$ cat src/rtl/mips_multicycle_ctrl.sv
// rtl/mips_multicycle_ctrl.sv - multi-cycle MIPS control FSM
//
// Purpose: sequences fetch/decode/execute/memory/writeback for the multi-cycle
//   MIPS datapath. Decodes opcode/funct, drives PC, IR, register-file, ALU-mux
//   and memory strobes, and selects sign vs zero extension of the immediate.
//   Memory accesses use a single-beat req/ready handshake; the FSM holds the
//   request stable until ready.
//
// Optional feature: define PERF_CNT_EN to add cycle_cnt/retire_cnt outputs.
//
// Ports:
//   clk, reset            clock; synchronous active-high reset
//   opcode, funct         IR[31:26], IR[5:0]
//   zero                  ALU zero flag
//   mem_ready             memory done (read data valid / write accepted)
//   mem_req, mem_we, iord memory request, write select, address select
//   ir_we, pc_we, pc_src  IR load, PC load, PC source select
//   reg_we, reg_dst       register write enable, destination select
//   mem_to_reg            writeback data select
//   alu_src_a, alu_src_b  ALU operand selects
//   alu_op                000 ADD, 001 SUB, 010 XOR, 011 SLT
//   ext_zero              1 = zero-extend immediate
//   illegal               sticky unsupported-instruction flag
//   state                 current state encoding
//   cycle_cnt, retire_cnt performance counters (PERF_CNT_EN only)

module mips_multicycle_ctrl #(
   parameter int CNT_W = 32
) (
   input  logic             clk,
   input  logic             reset,
   input  logic [5:0]       opcode,
   input  logic [5:0]       funct,
   input  logic             zero,
   input  logic             mem_ready,
   output logic             mem_req,
   output logic             mem_we,
   output logic             iord,
   output logic             ir_we,
   output logic             pc_we,
   output logic [1:0]       pc_src,
   output logic             reg_we,
   output logic [1:0]       reg_dst,
   output logic [1:0]       mem_to_reg,
   output logic             alu_src_a,
   output logic [1:0]       alu_src_b,
   output logic [2:0]       alu_op,
   output logic             ext_zero,
   output logic             illegal,
   output logic [3:0]       state
`ifdef PERF_CNT_EN
   ,
   output logic [CNT_W-1:0] cycle_cnt,
   output logic [CNT_W-1:0] retire_cnt
`endif
);

   typedef enum logic [3:0] {
      S_FETCH  = 4'd0,
      S_DECODE = 4'd1,
      S_MEMADR = 4'd2,
      S_MEMRD  = 4'd3,
      S_MEMWB  = 4'd4,
      S_MEMWR  = 4'd5,
      S_EXR    = 4'd6,
      S_RWB    = 4'd7,
      S_EXI    = 4'd8,
      S_IWB    = 4'd9,
      S_BRANCH = 4'd10,
      S_JUMP   = 4'd11,
      S_JAL    = 4'd12,
      S_JR     = 4'd13,
      S_HALT   = 4'd15
   } state_t;

   localparam logic [5:0] OP_RTYPE = 6'h00;
   localparam logic [5:0] OP_J     = 6'h02;
   localparam logic [5:0] OP_JAL   = 6'h03;
   localparam logic [5:0] OP_BEQ   = 6'h04;
   localparam logic [5:0] OP_BNE   = 6'h05;
   localparam logic [5:0] OP_ADDI  = 6'h08;
   localparam logic [5:0] OP_XORI  = 6'h0E;
   localparam logic [5:0] OP_LW    = 6'h23;
   localparam logic [5:0] OP_SW    = 6'h2B;

   localparam logic [5:0] FN_JR    = 6'h08;
   localparam logic [5:0] FN_ADD   = 6'h20;
   localparam logic [5:0] FN_SUB   = 6'h22;
   localparam logic [5:0] FN_SLT   = 6'h2A;

   localparam logic [2:0] ALU_ADD  = 3'b000;
   localparam logic [2:0] ALU_SUB  = 3'b001;
   localparam logic [2:0] ALU_XOR  = 3'b010;
   localparam logic [2:0] ALU_SLT  = 3'b011;

   if (CNT_W < 1) begin : g_cnt_w_check
      $error("CNT_W must be at least 1");
   end

   state_t state_q, state_d;
   logic   illegal_q;

   function automatic state_t dispatch(input logic [5:0] op, input logic [5:0] fn);
      state_t nxt;
      nxt = S_HALT;
      case (op)
         OP_RTYPE: begin
            if (fn == FN_ADD || fn == FN_SUB || fn == FN_SLT) nxt = S_EXR;
            else if (fn == FN_JR)                             nxt = S_JR;
         end
         OP_LW, OP_SW:     nxt = S_MEMADR;
         OP_ADDI, OP_XORI: nxt = S_EXI;
         OP_BEQ, OP_BNE:   nxt = S_BRANCH;
         OP_J:             nxt = S_JUMP;
         OP_JAL:           nxt = S_JAL;
         default:          nxt = S_HALT;
      endcase
      return nxt;
   endfunction

   always_ff @(posedge clk) begin
      if (reset) begin
         state_q   <= S_FETCH;
         illegal_q <= 1'b0;
      end else begin
         state_q <= state_d;
         if (state_d == S_HALT) illegal_q <= 1'b1;
      end
   end

   // Every output is forced low while reset is high so an in-flight memory
   // access is abandoned in the very cycle reset is asserted.
   always_comb begin
      state_d    = state_q;
      mem_req    = 1'b0;
      mem_we     = 1'b0;
      iord       = 1'b0;
      ir_we      = 1'b0;
      pc_we      = 1'b0;
      pc_src     = 2'd0;
      reg_we     = 1'b0;
      reg_dst    = 2'd0;
      mem_to_reg = 2'd0;
      alu_src_a  = 1'b0;
      alu_src_b  = 2'd0;
      alu_op     = ALU_ADD;
      ext_zero   = 1'b0;
      if (!reset) begin
         case (state_q)
            S_FETCH: begin
               mem_req   = 1'b1;
               alu_src_b = 2'd1;
               if (mem_ready) begin
                  ir_we   = 1'b1;
                  pc_we   = 1'b1;
                  state_d = S_DECODE;
               end
            end
            S_DECODE: begin
               // Branch target is computed speculatively into ALUOut here.
               alu_src_b = 2'd3;
               state_d   = dispatch(opcode, funct);
            end
            S_MEMADR: begin
               alu_src_a = 1'b1;
               alu_src_b = 2'd2;
               state_d   = (opcode == OP_SW) ? S_MEMWR : S_MEMRD;
            end
            S_MEMRD: begin
               mem_req = 1'b1;
               iord    = 1'b1;
               if (mem_ready) state_d = S_MEMWB;
            end
            S_MEMWB: begin
               reg_we     = 1'b1;
               mem_to_reg = 2'd1;
               state_d    = S_FETCH;
            end
            S_MEMWR: begin
               mem_req = 1'b1;
               mem_we  = 1'b1;
               iord    = 1'b1;
               if (mem_ready) state_d = S_FETCH;
            end
            S_EXR: begin
               alu_src_a = 1'b1;
               if (funct == FN_SUB)      alu_op = ALU_SUB;
               else if (funct == FN_SLT) alu_op = ALU_SLT;
               state_d = S_RWB;
            end
            S_RWB: begin
               reg_we  = 1'b1;
               reg_dst = 2'd1;
               state_d = S_FETCH;
            end
            S_EXI: begin
               alu_src_a = 1'b1;
               alu_src_b = 2'd2;
               if (opcode == OP_XORI) begin
                  alu_op   = ALU_XOR;
                  ext_zero = 1'b1;
               end
               state_d = S_IWB;
            end
            S_IWB: begin
               // Extension select is held so the immediate path stays stable.
               reg_we   = 1'b1;
               ext_zero = (opcode == OP_XORI);
               state_d  = S_FETCH;
            end
            S_BRANCH: begin
               alu_src_a = 1'b1;
               alu_op    = ALU_SUB;
               pc_src    = 2'd1;
               pc_we     = (opcode == OP_BNE) ? !zero : zero;
               state_d   = S_FETCH;
            end
            S_JUMP: begin
               pc_we   = 1'b1;
               pc_src  = 2'd2;
               state_d = S_FETCH;
            end
            S_JAL: begin
               pc_we      = 1'b1;
               pc_src     = 2'd2;
               reg_we     = 1'b1;
               reg_dst    = 2'd2;
               mem_to_reg = 2'd2;
               state_d    = S_FETCH;
            end
            S_JR: begin
               pc_we   = 1'b1;
               pc_src  = 2'd3;
               state_d = S_FETCH;
            end
            S_HALT: state_d = S_HALT;
            default: state_d = S_FETCH;
         endcase
      end
   end

   assign state   = reset ? 4'd0 : state_q;
   assign illegal = illegal_q & ~reset;

`ifdef PERF_CNT_EN
   logic [CNT_W-1:0] cycle_q, retire_q;

   always_ff @(posedge clk) begin
      if (reset) begin
         cycle_q  <= '0;
         retire_q <= '0;
      end else if (state_q != S_HALT) begin
         cycle_q <= cycle_q + CNT_W'(1);
         if (state_d == S_FETCH && state_q != S_FETCH) retire_q <= retire_q + CNT_W'(1);
      end
   end

   assign cycle_cnt  = reset ? '0 : cycle_q;
   assign retire_cnt = reset ? '0 : retire_q;
`endif

endmodule

$ cat config.mk
export PLATFORM = sky130hd
export DESIGN_NAME = mips_multicycle_ctrl
export DESIGN_NICKNAME = d
export VERILOG_FILES = /design/src/rtl/mips_multicycle_ctrl.sv
export SDC_FILE = /design/constraint.sdc
export NUM_CORES = 1
export LEC_CHECK = 0
export ABC_AREA = 0
export BUFFER_PORTS_ARGS = -buffer_cell sky130_fd_sc_hd__buf_2
export CELL_PAD_IN_SITES_DETAIL_PLACEMENT = 0
export CELL_PAD_IN_SITES_GLOBAL_PLACEMENT = 2
export CORE_MARGIN = 8
export CORE_UTILIZATION = 21
export CTS_CLUSTER_SIZE = 10
export DETAILED_ROUTE_END_ITERATION = 8
export PLACE_DENSITY_LB_ADDON = 0.1
export SLEW_MARGIN = 20
export SYNTH_ARGS = -nofsm -noshare
export SYNTH_HDL_FRONTEND = slang
export SYNTH_SLANG_ARGS = --single-unit
$ cat constraint.sdc
create_clock -name clk -period 2.08 [get_ports clk]
set_input_delay 0.52 -clock clk [delete_from_list [all_inputs] [get_ports clk]]
set_output_delay 0.52 -clock clk [all_outputs]
set_load 0.02 [all_outputs]
==> summary.md <==
| Metric | Value |
|---|---|
| Final Non-Filler Cells | 248 |
| Nets@finish | 213 |
| Clock slew at reported path FFs | 0.04 ns |
| First-pass GRT wire length | 5961 um |
| GR Util met3 | 2.954% |
| Gr usage total | 11.15% |
| H-tree levels | 1 |
| Vias/cell | 4.988 |
| Seq/Total Area, Yosys | 10.91% |
| Wirelength per Cell | 14.67 um |
| Final setup fails | 5 |
| Final Hold Viols | 0 |
| Final Slew Violations | 0 |
| Number of top-level pins | 40 |
| Core footprint | 0.004294 mm^2 |
| Post-DP HPWL | 2876 um |
| CTS buffer count | 3 |
| Crit. End Element | output port |
| Design area | 0.001560 mm^2 |
| Status | complete, but fails checks |
| Placed cell count | 243 |
| P&R area growth vs syn | 70.12% |
| Clock Skew | 0.0002513 ns |
| Synth warnings | 0 |
| Post-Syn Instances | 139 |
| Initial antenna violation count | 0 |
| Setup CP Type | in2out |
| Failing checks | setup timing |
| Diode count | 0 |
| Post-Synthesis Net Count | 155 |
| Crit path launch type | input pin |
| Seq cells post-synth | 5 |
| Sink Count | 5 |
| Post-Route WL | 3639 um |
| Fin Setup TNS | -0.3761 ns |
| Layout cells sized above 1 | 47.96% |
| Leakage | 0.7023 nW |
| Clk root buf | clkbuf_8 |
| Multi-input logic area | 864.6 um^2 |
| Max Freq | 444.1 MHz |
| CTS tree | done |
| Die Ht | 82.09 um |
| Vias in the first global route | 1,216 |
| GRT Residual Overflow | 0 |
| Placed Area | 0.001401 mm^2 |
| Grt met1 use | 13.97% |
| Residual DRC count | 0 |
| Iter 0 DRT Violations | 94 |
| GR Layer Usage met2 | 18.47% |
| Fin worst setup slack | -0.1718 ns |
| Placer congestion estimate | 0.8008 |
| Register area | 107.6 um^2 |
| Final antenna-violating net count | 0 |
| Full die area | 0.006738 mm^2 |
| Total power | 1.552 mW |
| Final cycle utilization of the critical path | 108.3% |
| Worst Path Arrival | 1.73 ns |
| Synthesized area | 917.1 um^2 |
| DP Worst Slack | -0.3328 ns |
| Synth unique cells | 44 |
| Max-cap violations | 0 |
| Die width | 82.09 um |
| Via count | 1,237 |
| Gr busiest metal | met2 |
| Pre-antenna DRT Iters | 4 |
| Port bufs | 38 |
| Hold WC Path Type | reg2reg |
| RSZ-0062 raised after global routing | true |
| Clock latency on the worst-skew pair | 0.22 ns |
| Most frequent cells in the layout | buf_4, buf_2, nor2_1, nand2_1 |
| Pwr dens | 994.7 mW/mm^2 |
| Largest net degree at the start of global routing | 24 |
| Crit path required time | 1.56 ns |
| Initial Util | 21.36% |
| Avg Cell Area, Syn | 6.598 um^2 |
| Maximum root-to-sink buffer count | 2 |
| Commonest non-fill, non-tap cell in the layout | buf_4 |
| VDD IR-drop max | 0.4252 mV |
| Rows | 24 |
| CP Max Fanout | 2 |
| Final Critical Period | 2.252 ns |
| Filler Cell Count | 471 |
-- routing by layer --
layer	up-vias	part of all wire [%]
li1	628	-
met1	573	44
met2	31	49
met3	5	6.0
met4	0	0.80
met5	-	0
-- cells in the mapped netlist --
cell type / count / share of area, %
nor2_1: 21 / 8.6
nand2_1: 9 / 3.7
nor2b_1: 9 / 6.1
clkbuf_1: 8 / 3.3
a21oi_1: 6 / 3.3
inv_1: 6 / 2.5
nand2b_1: 6 / 4.1
nor3_1: 6 / 3.3
dfxtp_1: 5 / 11
o21ai_0: 5 / 2.7
nor3b_1: 4 / 3.3
nor4_1: 4 / 2.7
a2111oi_0: 3 / 2.9
nand3_1: 3 / 1.6
nor4b_1: 3 / 2.9
o21a_1: 3 / 2.5
a21o_1: 2 / 1.6
a221oi_1: 2 / 1.9
a31oi_1: 2 / 1.4
and3_1: 2 / 1.4
buf_1: 2 / 0.82
buf_4: 2 / 1.6
mux2i_1: 2 / 2.2
nand4b_1: 2 / 1.9
o211ai_1: 2 / 1.6
o31ai_1: 2 / 1.6
a311oi_2: 1 / 1.6
a32oi_1: 1 / 0.96
and2_1: 1 / 0.68
and3b_1: 1 / 0.96
and4b_2: 1 / 1.2
conb_1: 1 / 0.41
mux2_2: 1 / 1.2
nand4_1: 1 / 0.68
o211ai_2: 1 / 1.4
o21bai_1: 1 / 0.82
o311a_1: 1 / 1.1
o311ai_4: 1 / 2.9
o32a_1: 1 / 1.1
o41ai_1: 1 / 0.96
or3_1: 1 / 0.68
or4_1: 1 / 0.82
or4_4: 1 / 1.2
xnor2_1: 1 / 0.96
-- cell families after synthesis --
family,Yosys count,share of synthesized area [%]
AND/OR/NAND/NOR,76,45.84
multiplexers,3,3.411
other,1,0.4089
AO/OA/AOI/OAI,35,30.29
XOR/XNOR,1,0.9552
flip-flops,5,10.91
buffers and inverters,18,8.185
-- worst max-delay path, stage by stage --
cell,delay (ns)
buf_6,0.09
or4_4,0.52
o21a_1,0.21
a2111oi_4,0.19
buf_4,0.19
-- through the flow --
| stage | util [%] | hold slack, ns |
|---|---|---|
| detailed placement | 32.63 | 0.4664 |
| floorplan | - | 0.4241 |
| global route | 36.33 | 0.5020 |
| finish | 36.33 | 0.4750 |
| CTS | 35.40 | 0.4742 |
| global placement | 32.63 | 0.4619 |
-- worst paths after layout --
| check | start | endpoint | slack [ns] | cells after the start |
|---|---|---|---|---|
| setup / recovery | funct[4] | alu_op[1] | -0.17 | 5 |
| hold / removal | illegal_q$_SDFFE_PP0N_ | illegal_q$_SDFFE_PP0N_ | 0.48 | 2 |
| setup reg to reg | state_q[2]$_SDFF_PP0_ | illegal_q$_SDFFE_PP0N_ | 0.22 | 8 |
| hold reg to reg | illegal_q$_SDFFE_PP0N_ | illegal_q$_SDFFE_PP0N_ | 0.48 | 2 |
-- where the power goes --
| group | switching (mW) | leakage, nW | internal (mW) | total, mW |
|---|---|---|---|---|
| Sequential | 0.0609 | 0.0428 | 0.139 | 0.200 |
| Clock | 0.0514 | 0.0228 | 0.132 | 0.183 |
| Combinational | 0.671 | 0.637 | 0.498 | 1.17 |
| Total | 0.783 | 0.702 | 0.769 | 1.55 |
-- final cells by class --
cell class | instances | area share (%)
multi-input combinational | 116 | 55.41
clock buffer | 4 | 2.887
inverter | 6 | 1.443
tap | 52 | 4.170
timing repair buffer | 65 | 29.19
sequential | 5 | 6.897
-- registers in the layout, indices dropped and copies added (netlist names) --
signal and cells:
state_q 4, illegal_q 1
-- timing repair --
| action | in CTS | in global routing |
|---|---|---|
| resized for setup | 19 | 14 |
| setup buffers | 1 | 0 |
| pin swaps | 8 | 5 |
| hold buffers | 0 | 0 |
| endpoints found under the setup margin | 9 | 14 |
(Power assumes the default switching activity.)
